### config.mk
export PLATFORM = sky130hd
export DESIGN_NAME = pc_sequencer_flat
export DESIGN_NICKNAME = d
export VERILOG_FILES = /design/src/rtl/pc_seq_pkg.sv /design/src/rtl/pc_seq_if.sv /design/src/rtl/pc_next_sel.sv /design/src/rtl/pc_sequencer.sv /design/src/flat_wrapper.sv
export SDC_FILE = /design/constraint.sdc
export NUM_CORES = 1
export LEC_CHECK = 0
export ABC_AREA = 0
export BUFFER_PORTS_ARGS = -buffer_cell sky130_fd_sc_hd__buf_2
export CORE_UTILIZATION = 35
export DETAILED_ROUTE_END_ITERATION = 16
export PLACE_DENSITY = 0.66
export SYNTH_ARGS = -nofsm -noshare
export SYNTH_HDL_FRONTEND = slang
export SYNTH_SLANG_ARGS = --single-unit
export TNS_END_PERCENT = 100
### constraint.sdc
create_clock -name clk -period 1.81 [get_ports clk]
set_input_delay 0.4525 -clock clk [delete_from_list [all_inputs] [get_ports clk]]
set_output_delay 0.4525 -clock clk [all_outputs]
set_load 0.01 [all_outputs]
### src/rtl/pc_seq_pkg.sv
// Shared types and constants for the pc_sequencer fetch block.
package pc_seq_pkg;

  localparam logic [15:0] DEFAULT_RESET_VECTOR = 16'h0000;
  localparam logic [15:0] DEFAULT_IRQ_VECTOR   = 16'h0040;

  typedef enum logic [1:0] {
    BOOT,
    FETCH,
    HOLD,
    HALTED
  } state_t;

  typedef enum logic [2:0] {
    SRC_SEQ,
    SRC_BRANCH,
    SRC_JUMP,
    SRC_IRQ,
    SRC_RET
  } next_src_t;

endpackage

### src/rtl/pc_seq_if.sv
// Fetch/control bundle between pc_sequencer, instruction memory and control unit.
interface pc_seq_if #(
  parameter int WIDTH = 16
);
  logic             imem_req;
  logic [WIDTH-1:0] imem_addr;
  logic             imem_ready;
  logic             instr_valid;
  logic             stall;
  logic             branch_taken;
  logic [WIDTH-1:0] branch_target;
  logic             jump;
  logic [WIDTH-1:0] jump_target;
  logic             halt;
  logic             irq;
  logic             irq_ret;
  logic [WIDTH-1:0] pc;
  logic [WIDTH-1:0] epc;

  modport master (
    output imem_req, imem_addr, instr_valid, pc, epc,
    input  imem_ready, stall, branch_taken, branch_target,
           jump, jump_target, halt, irq, irq_ret
  );

  modport slave (
    input  imem_req, imem_addr, instr_valid, pc, epc,
    output imem_ready, stall, branch_taken, branch_target,
           jump, jump_target, halt, irq, irq_ret
  );
endinterface

### src/rtl/pc_next_sel.sv
// Combinational next-PC priority mux: irq_ret > irq > jump > branch > pc+1.
module pc_next_sel
  import pc_seq_pkg::*;
#(
  parameter int               WIDTH      = 16,
  parameter logic [WIDTH-1:0] IRQ_VECTOR = WIDTH'(DEFAULT_IRQ_VECTOR)
) (
  input  logic [WIDTH-1:0] pc,
  input  logic [WIDTH-1:0] epc,
  input  logic             irq_ret,
  input  logic             irq_take,
  input  logic             jump,
  input  logic [WIDTH-1:0] jump_target,
  input  logic             branch_taken,
  input  logic [WIDTH-1:0] branch_target,
  output logic [WIDTH-1:0] next_pc,
  output logic [WIDTH-1:0] normal_pc,
  output next_src_t        src
);

  // normal_pc is the target ignoring interrupts; it becomes epc when an irq is taken.
  always_comb begin
    // NOTE: every output gets a default first so no path leaves one unassigned (no latch).
    normal_pc = pc + WIDTH'(1);
    src       = SRC_SEQ;
    if (jump) begin
      normal_pc = jump_target;
      src       = SRC_JUMP;
    end else if (branch_taken) begin
      normal_pc = branch_target;
      src       = SRC_BRANCH;
    end

    next_pc = normal_pc;
    if (irq_ret) begin
      next_pc = epc;
      src     = SRC_RET;
    end else if (irq_take) begin
      next_pc = IRQ_VECTOR;
      src     = SRC_IRQ;
    end
  end

endmodule

### src/rtl/pc_sequencer.sv
// Fetch sequencer: owns the PC and drives the instruction-memory handshake.
// Interrupt support (ie flag, epc, irq/irq_ret) is built only when PC_SEQ_IRQ_EN is defined.
module pc_sequencer
  import pc_seq_pkg::*;
#(
  parameter int               WIDTH        = 16,
  parameter logic [WIDTH-1:0] RESET_VECTOR = WIDTH'(DEFAULT_RESET_VECTOR),
  parameter logic [WIDTH-1:0] IRQ_VECTOR   = WIDTH'(DEFAULT_IRQ_VECTOR)
) (
  input logic       clk,
  input logic       rst,
  pc_seq_if.master  bus
);

  state_t           state_q, state_d;
  logic [WIDTH-1:0] pc_q, pc_d;
  logic [WIDTH-1:0] epc_q;
  logic [WIDTH-1:0] next_pc, normal_pc;
  next_src_t        src;
  logic             advance;
  logic             req, valid;
  logic             irq_take, ret_take;

`ifdef PC_SEQ_IRQ_EN
  logic             ie_q, ie_d;
  logic [WIDTH-1:0] epc_d;

  assign irq_take = bus.irq & ie_q;
  assign ret_take = bus.irq_ret;
`else
  logic unused_irq_path;

  assign irq_take        = 1'b0;
  assign ret_take        = 1'b0;
  assign epc_q           = '0;
  assign unused_irq_path = ^{bus.irq, bus.irq_ret, normal_pc, src};
`endif

  pc_next_sel #(
    .WIDTH      (WIDTH),
    .IRQ_VECTOR (IRQ_VECTOR)
  ) u_next_sel (
    .pc            (pc_q),
    .epc           (epc_q),
    .irq_ret       (ret_take),
    .irq_take      (irq_take),
    .jump          (bus.jump),
    .jump_target   (bus.jump_target),
    .branch_taken  (bus.branch_taken),
    .branch_target (bus.branch_target),
    .next_pc       (next_pc),
    .normal_pc     (normal_pc),
    .src           (src)
  );

  always_comb begin
    state_d = state_q;
    pc_d    = pc_q;
    req     = 1'b0;
    valid   = 1'b0;
    advance = 1'b0;
`ifdef PC_SEQ_IRQ_EN
    epc_d   = epc_q;
    ie_d    = ie_q;
`endif

    case (state_q)
      BOOT:  state_d = FETCH;
      FETCH: begin
        req = 1'b1;
        if (bus.imem_ready) begin
          valid = 1'b1;
          if (bus.stall) state_d = HOLD;
          else           advance = 1'b1;
        end
      end
      HOLD:  advance = !bus.stall;
      HALTED: begin
`ifdef PC_SEQ_IRQ_EN
        if (bus.irq && ie_q) begin
          epc_d   = pc_q;
          pc_d    = IRQ_VECTOR;
          ie_d    = 1'b0;
          state_d = FETCH;
        end
`endif
      end
    endcase

    // Redirects only matter here; outside an advance they are deliberately ignored.
    if (advance) begin
      pc_d    = next_pc;
      state_d = bus.halt ? HALTED : FETCH;
`ifdef PC_SEQ_IRQ_EN
      if (src == SRC_IRQ) begin
        epc_d = normal_pc;
        ie_d  = 1'b0;
      end else if (src == SRC_RET) begin
        ie_d  = 1'b1;
      end
`endif
    end
  end

  always_ff @(posedge clk) begin
    // NOTE: state registers use non-blocking assignments so every flop samples pre-edge values.
    if (rst) begin
      state_q <= BOOT;
      pc_q    <= RESET_VECTOR;
    end else begin
      state_q <= state_d;
      pc_q    <= pc_d;
    end
  end

`ifdef PC_SEQ_IRQ_EN
  always_ff @(posedge clk) begin
    if (rst) begin
      epc_q <= '0;
      ie_q  <= 1'b1;
    end else begin
      epc_q <= epc_d;
      ie_q  <= ie_d;
    end
  end
`endif

  assign bus.imem_req    = req;
  assign bus.instr_valid = valid;
  assign bus.imem_addr   = pc_q;
  assign bus.pc          = pc_q;
  assign bus.epc         = epc_q;

endmodule

### src/flat_wrapper.sv
// flat-port wrapper written by rule: the top's interface ports become plain ports
module pc_sequencer_flat import pc_seq_pkg::*;
#(
  parameter int               WIDTH        = 16,
  parameter logic [WIDTH-1:0] RESET_VECTOR = WIDTH'(DEFAULT_RESET_VECTOR),
  parameter logic [WIDTH-1:0] IRQ_VECTOR   = WIDTH'(DEFAULT_IRQ_VECTOR)
)
  (clk, rst, bus_imem_req, bus_imem_addr, bus_instr_valid, bus_pc, bus_epc, bus_imem_ready, bus_stall, bus_branch_taken, bus_branch_target, bus_jump, bus_jump_target, bus_halt, bus_irq, bus_irq_ret);
  pc_seq_if #(.WIDTH(WIDTH)) bus_i ();
  input logic clk;
  input logic rst;
  output wire logic [$bits(bus_i.imem_req)-1:0] bus_imem_req;
  output wire logic [$bits(bus_i.imem_addr)-1:0] bus_imem_addr;
  output wire logic [$bits(bus_i.instr_valid)-1:0] bus_instr_valid;
  output wire logic [$bits(bus_i.pc)-1:0] bus_pc;
  output wire logic [$bits(bus_i.epc)-1:0] bus_epc;
  input wire logic [$bits(bus_i.imem_ready)-1:0] bus_imem_ready;
  input wire logic [$bits(bus_i.stall)-1:0] bus_stall;
  input wire logic [$bits(bus_i.branch_taken)-1:0] bus_branch_taken;
  input wire logic [$bits(bus_i.branch_target)-1:0] bus_branch_target;
  input wire logic [$bits(bus_i.jump)-1:0] bus_jump;
  input wire logic [$bits(bus_i.jump_target)-1:0] bus_jump_target;
  input wire logic [$bits(bus_i.halt)-1:0] bus_halt;
  input wire logic [$bits(bus_i.irq)-1:0] bus_irq;
  input wire logic [$bits(bus_i.irq_ret)-1:0] bus_irq_ret;
  assign bus_imem_req = bus_i.imem_req;
  assign bus_imem_addr = bus_i.imem_addr;
  assign bus_instr_valid = bus_i.instr_valid;
  assign bus_pc = bus_i.pc;
  assign bus_epc = bus_i.epc;
  assign bus_i.imem_ready = bus_imem_ready;
  assign bus_i.stall = bus_stall;
  assign bus_i.branch_taken = bus_branch_taken;
  assign bus_i.branch_target = bus_branch_target;
  assign bus_i.jump = bus_jump;
  assign bus_i.jump_target = bus_jump_target;
  assign bus_i.halt = bus_halt;
  assign bus_i.irq = bus_irq;
  assign bus_i.irq_ret = bus_irq_ret;
  pc_sequencer #(.WIDTH(WIDTH), .RESET_VECTOR(RESET_VECTOR), .IRQ_VECTOR(IRQ_VECTOR)) u_core (.clk(clk), .rst(rst), .bus(bus_i));
endmodule
# ---- Yosys cells after proc, flatten, opt, wreduce, memory -nomap -nowiden
# Cells that the tools add are included.
dict set report word_totals {
  register_bits 18
  in_bits 41
  wordCells 24
}
dict set report classes {
  addsub 1
  n_eq_ne 4
  mux 13
  reduce_logical 4
}
# op n
set ops {}
lappend ops {{16-bit two-way mux} 2}
lappend ops {{16-bit by 1-bit adder with 16-bit output (second input constant)} 1}
lappend ops {{2-bit two-way mux} 4}
lappend ops {{3-bit by 2-bit != test with 1-bit output (second input constant)} 2}
lappend ops {{1-bit two-way mux} 5}
lappend ops {{2-bit one-hot mux with 2 select lines} 1}
lappend ops {{3-bit AND reduction} 1}
lappend ops {{3-bit nonzero test} 1}
lappend ops {{2-bit by 1-bit equality test with 1-bit output (second input constant)} 1}
lappend ops {{2-bit equality test (second input constant)} 1}
lappend ops {{2-bit zero test} 1}
lappend ops {{1-bit one-hot mux with 2 select lines} 1}
lappend ops {{1-bit zero test} 1}

# ---- Logic depth before layout (Yosys ltp)
dict set report depth {
  word_depth 5
  mapped_depth 7
}

# ---- Cells and area by module
# From an unflattened synthesis, not the netlist that was laid out.
dict set report hier_totals {
  hier_cells 255
  hier_area_um2 1854.3
}
# mod n_inst cells_per_inst area_per_inst_um2 seq_area_each_um2
set modules_own_cells {}
lappend modules_own_cells {pc_sequencer 1 125 1027.2 360.3}
lappend modules_own_cells {pc_next_sel 1 130 827.0 0.0}

# ---- Worst setup path after synthesis
# Ideal clock, no wire load.
dict set report synth_path {
  path_type {reg-to-reg}
  startpoint {register u_core.state_q[0]}
  endpoint {register u_core.state_q[0]}
  setup_ns 0.120
  t_arrival_ns 1.478
  t_required_ns 1.690
  path_slack_ns 0.212
  path_stages_with_launch 7
  n_path_buf 1
  path_cell_list {dfxtp_1 > inv_1 > ha_1 > and2b_2 > and2_1 > buf_4 > o31a_1}
}
dict set report synth_via {
  elab_chain_len 4
  elab_cells_between_ends 10
}
# item line_no
set synth_rtl {}
lappend synth_rtl {{start: declaration} pc_sequencer.sv:15} ;# state_t state_q, state_d;
lappend synth_rtl {{start signal: assignment} pc_sequencer.sv:111} ;# state_q <= state_d;
lappend synth_rtl {{2-bit equality test / 2-bit by 1-bit equality test with 1-bit output (equally long branches)} pc_sequencer.sv:67} ;# case (state_q)
lappend synth_rtl {{1-bit one-hot mux with 2 select lines} pc_sequencer.sv:67}
lappend synth_rtl {{3-bit by 2-bit != test with 1-bit output (no line) / 3-bit nonzero test (equally long branches)} n/a}
lappend synth_rtl {{3-bit AND reduction (no line)} n/a}
# Several ways; a longest one is shown, not always the timed one.
# A chain may end at the register's enable or synchronous reset.

# ---- Worst setup path after layout
dict set report layout_path {
  startpoint {register u_core.state_q[1]}
  endpoint {output bus_instr_valid}
}
dict set report layout_via {
  elab_chain_len 2
}
# item line_no
set layout_rtl {}
lappend layout_rtl {{2-bit by 1-bit equality test with 1-bit output} pc_sequencer.sv:67}
lappend layout_rtl {{1-bit two-way mux} pc_sequencer.sv:67}
lappend layout_rtl {{end: declaration} flat_wrapper.sv:14} ;# output wire logic [$bits(bus_i.instr_valid)-1:0] bus_instr_valid;
# Every way passes these cells.

==> results_tabular.tex <==
\begin{tabular}{lr}
\hline
Metric & Value \\
\hline
\multicolumn{2}{l}{\textbf{Critical path}} \\
\quad Launch point of the worst path & u\_core.state\_q[1] \\
\quad CP Launch Type & register \\
\quad Register-to-Register Setup Slack & 0.16 ns \\
\quad Worst reg2reg startpoint & u\_core.bus.imem\_addr[0] \\
\quad Worst reg2reg endpoint & u\_core.bus.imem\_addr[14] \\
\quad Category of the critical setup timing path & reg2out \\
\quad Capture point of the critical path & bus\_instr\_valid \\
\quad Depth of the worst register-to-register path & 5 \\
\quad Largest fanout on the critical path & 3 \\
\quad Required time at the worst-slack endpoint & 1.36 ns \\
\quad Data arrival time of the critical path & 1.27 ns \\
\quad Worst Setup End Kind & output port \\
\multicolumn{2}{l}{\textbf{Drt}} \\
\quad Number of vias in the routed layout & between 1500 and 2000 \\
\quad Average via count per standard cell & 5.35 \\
\quad Number of iterations in the first detailed-routing pass & 4 \\
\quad Wire per inst & approximately 14 microns \\
\quad DRC violations left & 0 \\
\quad Sum of routed wire length over all layers & $\sim$4600 microns \\
\quad Violation count after the first detailed-route iteration & 103 \\
\quad Number of nets still failing antenna checks after routing & 0 \\
\multicolumn{2}{l}{\textbf{Hold path}} \\
\quad Origin of the worst min-delay path & bus\_jump\_target[1] \\
\quad Class of the most critical hold timing path & in2reg \\
\multicolumn{2}{l}{\textbf{Synth}} \\
\quad Total standard cell area after synthesis & between 1500 and 2000 sq um \\
\quad Prevailing post-synth register cell & sky130\_fd\_sc\_hd\_\_dfxtp\_1 \\
\quad Syn avg cell area & 7.97 sq um \\
\quad Cells after synthesis & 212 \\
\quad Flops \& latches, synth & 18 \\
\quad EDFF count, synth & 0 \\
\quad Share of synthesized flip-flops with an asynchronous set or reset & 0\% \\
\quad Library cells used by synthesis & 58 \\
\quad Yosys warns & 0 \\
\quad Portion of the post-synthesis area used by sequential elements & 21.3\% \\
\multicolumn{2}{l}{\textbf{Layout}} \\
\quad Filler instances & 474 \\
\quad Leading cell type in the layout, fill and taps excluded & sky130\_fd\_sc\_hd\_\_buf\_2 \\
\quad Post-route core utilization & 47.3\% \\
\quad Number of nets in the layout & 328 \\
\quad Synth-to-layout area growth & 25.9\% \\
\quad Layout cells sized above 1 & 41.1\% \\
\quad Highest-count cells in the layout ignoring fill and taps & sky130\_fd\_sc\_hd\_\_buf\_2, sky130\_fd\_sc\_hd\_\_buf\_4, sky130\_fd\_sc\_hd\_\_dfxtp\_1 \\
\quad Final standard cell count with taps included and fillers excluded & 334 \\
\quad Count of antenna diodes in the layout & 0 \\
\multicolumn{2}{l}{\textbf{Place}} \\
\quad HPWL reported at the end of detailed placement & 3530 microns \\
\quad Placed Instances & 330 \\
\quad Pre-CTS WS & -0.0414 ns \\
\quad Final GP Congestion & 0.857 \\
\quad Total of buffers placed on input and output ports & 72 \\
\multicolumn{2}{l}{\textbf{Floorplan}} \\
\quad Chip Height & 71.5 microns \\
\quad Die Width & about 70 microns \\
\quad Starting Density & 37.5\% \\
\quad Std-Cell Rows & 24 \\
\quad Number of primary I/O pins & 91 \\
\quad Total Die Area & 5110 sq um \\
\quad Core region area & 4500 sq um \\
\multicolumn{2}{l}{\textbf{Pwr}} \\
\quad Pwr Density & between 800 and 900 nW/um\^{}2 \\
\quad Maximum vdd drop & 0.407 mV \\
\quad Static leakage & 0.989 nW \\
\multicolumn{2}{l}{\textbf{CTS}} \\
\quad Root buffer cell & sky130\_fd\_sc\_hd\_\_clkbuf\_8 \\
\quad Clk Latency, worst-skew pair & 0.26 ns \\
\quad Longest Clk Path Bufs & 2 \\
\quad CTS tree & done \\
\quad Num Clock Sinks & 18 \\
\quad Post-CTS setup-driven buffer insertion count & 0 \\
\quad TritonCTS buffer count & 3 \\
\quad Cts-stage hold buffer count & 0 \\
\quad Number of levels in the clock H-tree & 1 \\
\quad Clock transition time at the flip-flop clock pins of the worst setup and hold paths & around 0.07 ns \\
\multicolumn{2}{l}{\textbf{Timing}} \\
\quad Max-slew violation total from the final report & 0 \\
\quad Maximum operating frequency & 580 MHz \\
\quad Post-route clock skew & about 0.0035 ns \\
\quad Post-Route Setup TNS & 0 ns \\
\quad Total setup violations reported at the end of the flow & 0 \\
\quad Post-route clock period utilization & a little over nine tenths \\
\quad Final count of hold timing violations & 0 \\
\quad Setup repair after global routing missed its margin & false \\
\quad Worst Slack Setup Final & $\sim$0.086 ns \\
\quad Fin crit period & 1.72 ns \\
\multicolumn{2}{l}{\textbf{Global routing}} \\
\quad Largest net degree at the start of global routing & 19 \\
\quad Wire length of the first global-routing pass & 7420 microns \\
\quad Number of antenna violations at the first check in global routing & 0 \\
\quad Residual overflow from global routing & 0 \\
\quad Overall routing resource usage & a little under a fifth \\
\quad Vias in the first global route & around 1600 \\
\multicolumn{2}{l}{\textbf{Status}} \\
\quad Result of the run & complete, no violations \\
\multicolumn{2}{l}{\textbf{Job}} \\
\quad Reported max-cap violation count & 0 \\
\hline
\end{tabular}
## flip-flops by register name, indices dropped and copies added, names as in the netlist
name and flops:
u_core.bus.imem_addr 16, u_core.state_q 2
## worst max-delay path: stages, from the launching register on
cell and delay, ns:
sky130_fd_sc_hd__dfxtp_1 0.33, sky130_fd_sc_hd__inv_1 0.08, sky130_fd_sc_hd__ha_1 0.20, sky130_fd_sc_hd__buf_4 0.14, sky130_fd_sc_hd__and2_1 0.14, sky130_fd_sc_hd__buf_2 0.13
## stage by stage
step / area (sq um) / hold WS [ns] / total power, W
global placement: 2040 / 0.532 / 0.00131
floorplan: 1750 / 0.544 / 0.00105
detailed placement: 2040 / 0.530 / 0.00132
finish: 2130 / 0.491 / 0.00173
CTS: 2100 / 0.488 / 0.00167
global route: 2130 / 0.527 / 0.00186
## Yosys cell counts, types with 3 or more instances
cell type | number | area [sq um]
sky130_fd_sc_hd__a211oi_1 | 4 | 30.0
sky130_fd_sc_hd__and2_1 | 3 | 18.8
sky130_fd_sc_hd__nor4_1 | 4 | 25.0
sky130_fd_sc_hd__dfxtp_1 | 18 | 360
sky130_fd_sc_hd__nor2b_1 | 5 | 31.3
sky130_fd_sc_hd__o22a_1 | 3 | 26.3
sky130_fd_sc_hd__a2111oi_2 | 3 | 45.0
sky130_fd_sc_hd__inv_1 | 8 | 30.0
sky130_fd_sc_hd__ha_1 | 4 | 50.1
sky130_fd_sc_hd__nand4_1 | 5 | 31.3
sky130_fd_sc_hd__nor3_1 | 3 | 15.0
sky130_fd_sc_hd__a221oi_1 | 4 | 35.0
sky130_fd_sc_hd__nand2_1 | 17 | 63.8
sky130_fd_sc_hd__nand3_1 | 6 | 30.0
sky130_fd_sc_hd__a22o_1 | 3 | 26.3
sky130_fd_sc_hd__a21oi_1 | 14 | 70.1
sky130_fd_sc_hd__o21ai_0 | 7 | 35.0
sky130_fd_sc_hd__buf_4 | 33 | 248
sky130_fd_sc_hd__o211ai_1 | 5 | 37.5
sky130_fd_sc_hd__o22ai_1 | 5 | 31.3
sky130_fd_sc_hd__mux2i_1 | 6 | 60.1
sky130_fd_sc_hd__nor2_1 | 4 | 15.0
sky130_fd_sc_hd__buf_2 | 8 | 40.0
## cell type report
type / count / area, sq um / area share [%]
multi-input cells: 158 / 1080 / 51.0
clock buffers: 4 / 55.1 / 2.59
flip-flops and latches: 18 / 360 / 16.9
inverters: 8 / 30.0 / 1.41
well taps: 52 / 65.1 / 3.06
repair buffers: 94 / 533 / 25.0
## report_power, final
group	internal, W	switching (W)
sequential	0.000454	0.0000594
combinational	0.000419	0.000457
clock	0.000194	0.000148
total	0.00107	0.000664
## routing by layer
layer / part of all wire (%) / up-vias / global-route usage, %
li1: - / 883 / -
met1: 45 / 818 / 23.7
met2: 47 / 81 / 30.5
met3: 7.1 / 4 / 4.78
met4: 0.45 / 0 / 4.36
met5: 0 / - / 0
## how the worst min path moves through the flow
stage	to	slack, ns	depth (start not counted)
finish	u_core.bus.imem_addr[1]	0.49	3
global route	u_core.state_q[1]	0.53	3
floorplan	u_core.bus.imem_addr[1]	0.54	2
detailed placement	u_core.bus.imem_addr[9]	0.53	2
CTS	u_core.bus.imem_addr[1]	0.49	3
global placement	u_core.bus.imem_addr[9]	0.53	2
## kinds of logic after synthesis
family | synth area share, %
adder cells (fa/ha/maj) | 2.96
multiplexers | 4.22
AO/OA/AOI/OAI | 27.9
buffers and inverters | 19.2
other | 0.222
XOR/XNOR | 0.518
flip-flops | 21.3
AND/OR/NAND/NOR | 23.6
## repair_timing
action                     4_1_cts  5_1_grt
setup endpoints to repair        4        7
pin swaps                        0        2
gates resized for setup          1        7
No activity file was read; power rests on OpenSTA's default activity.
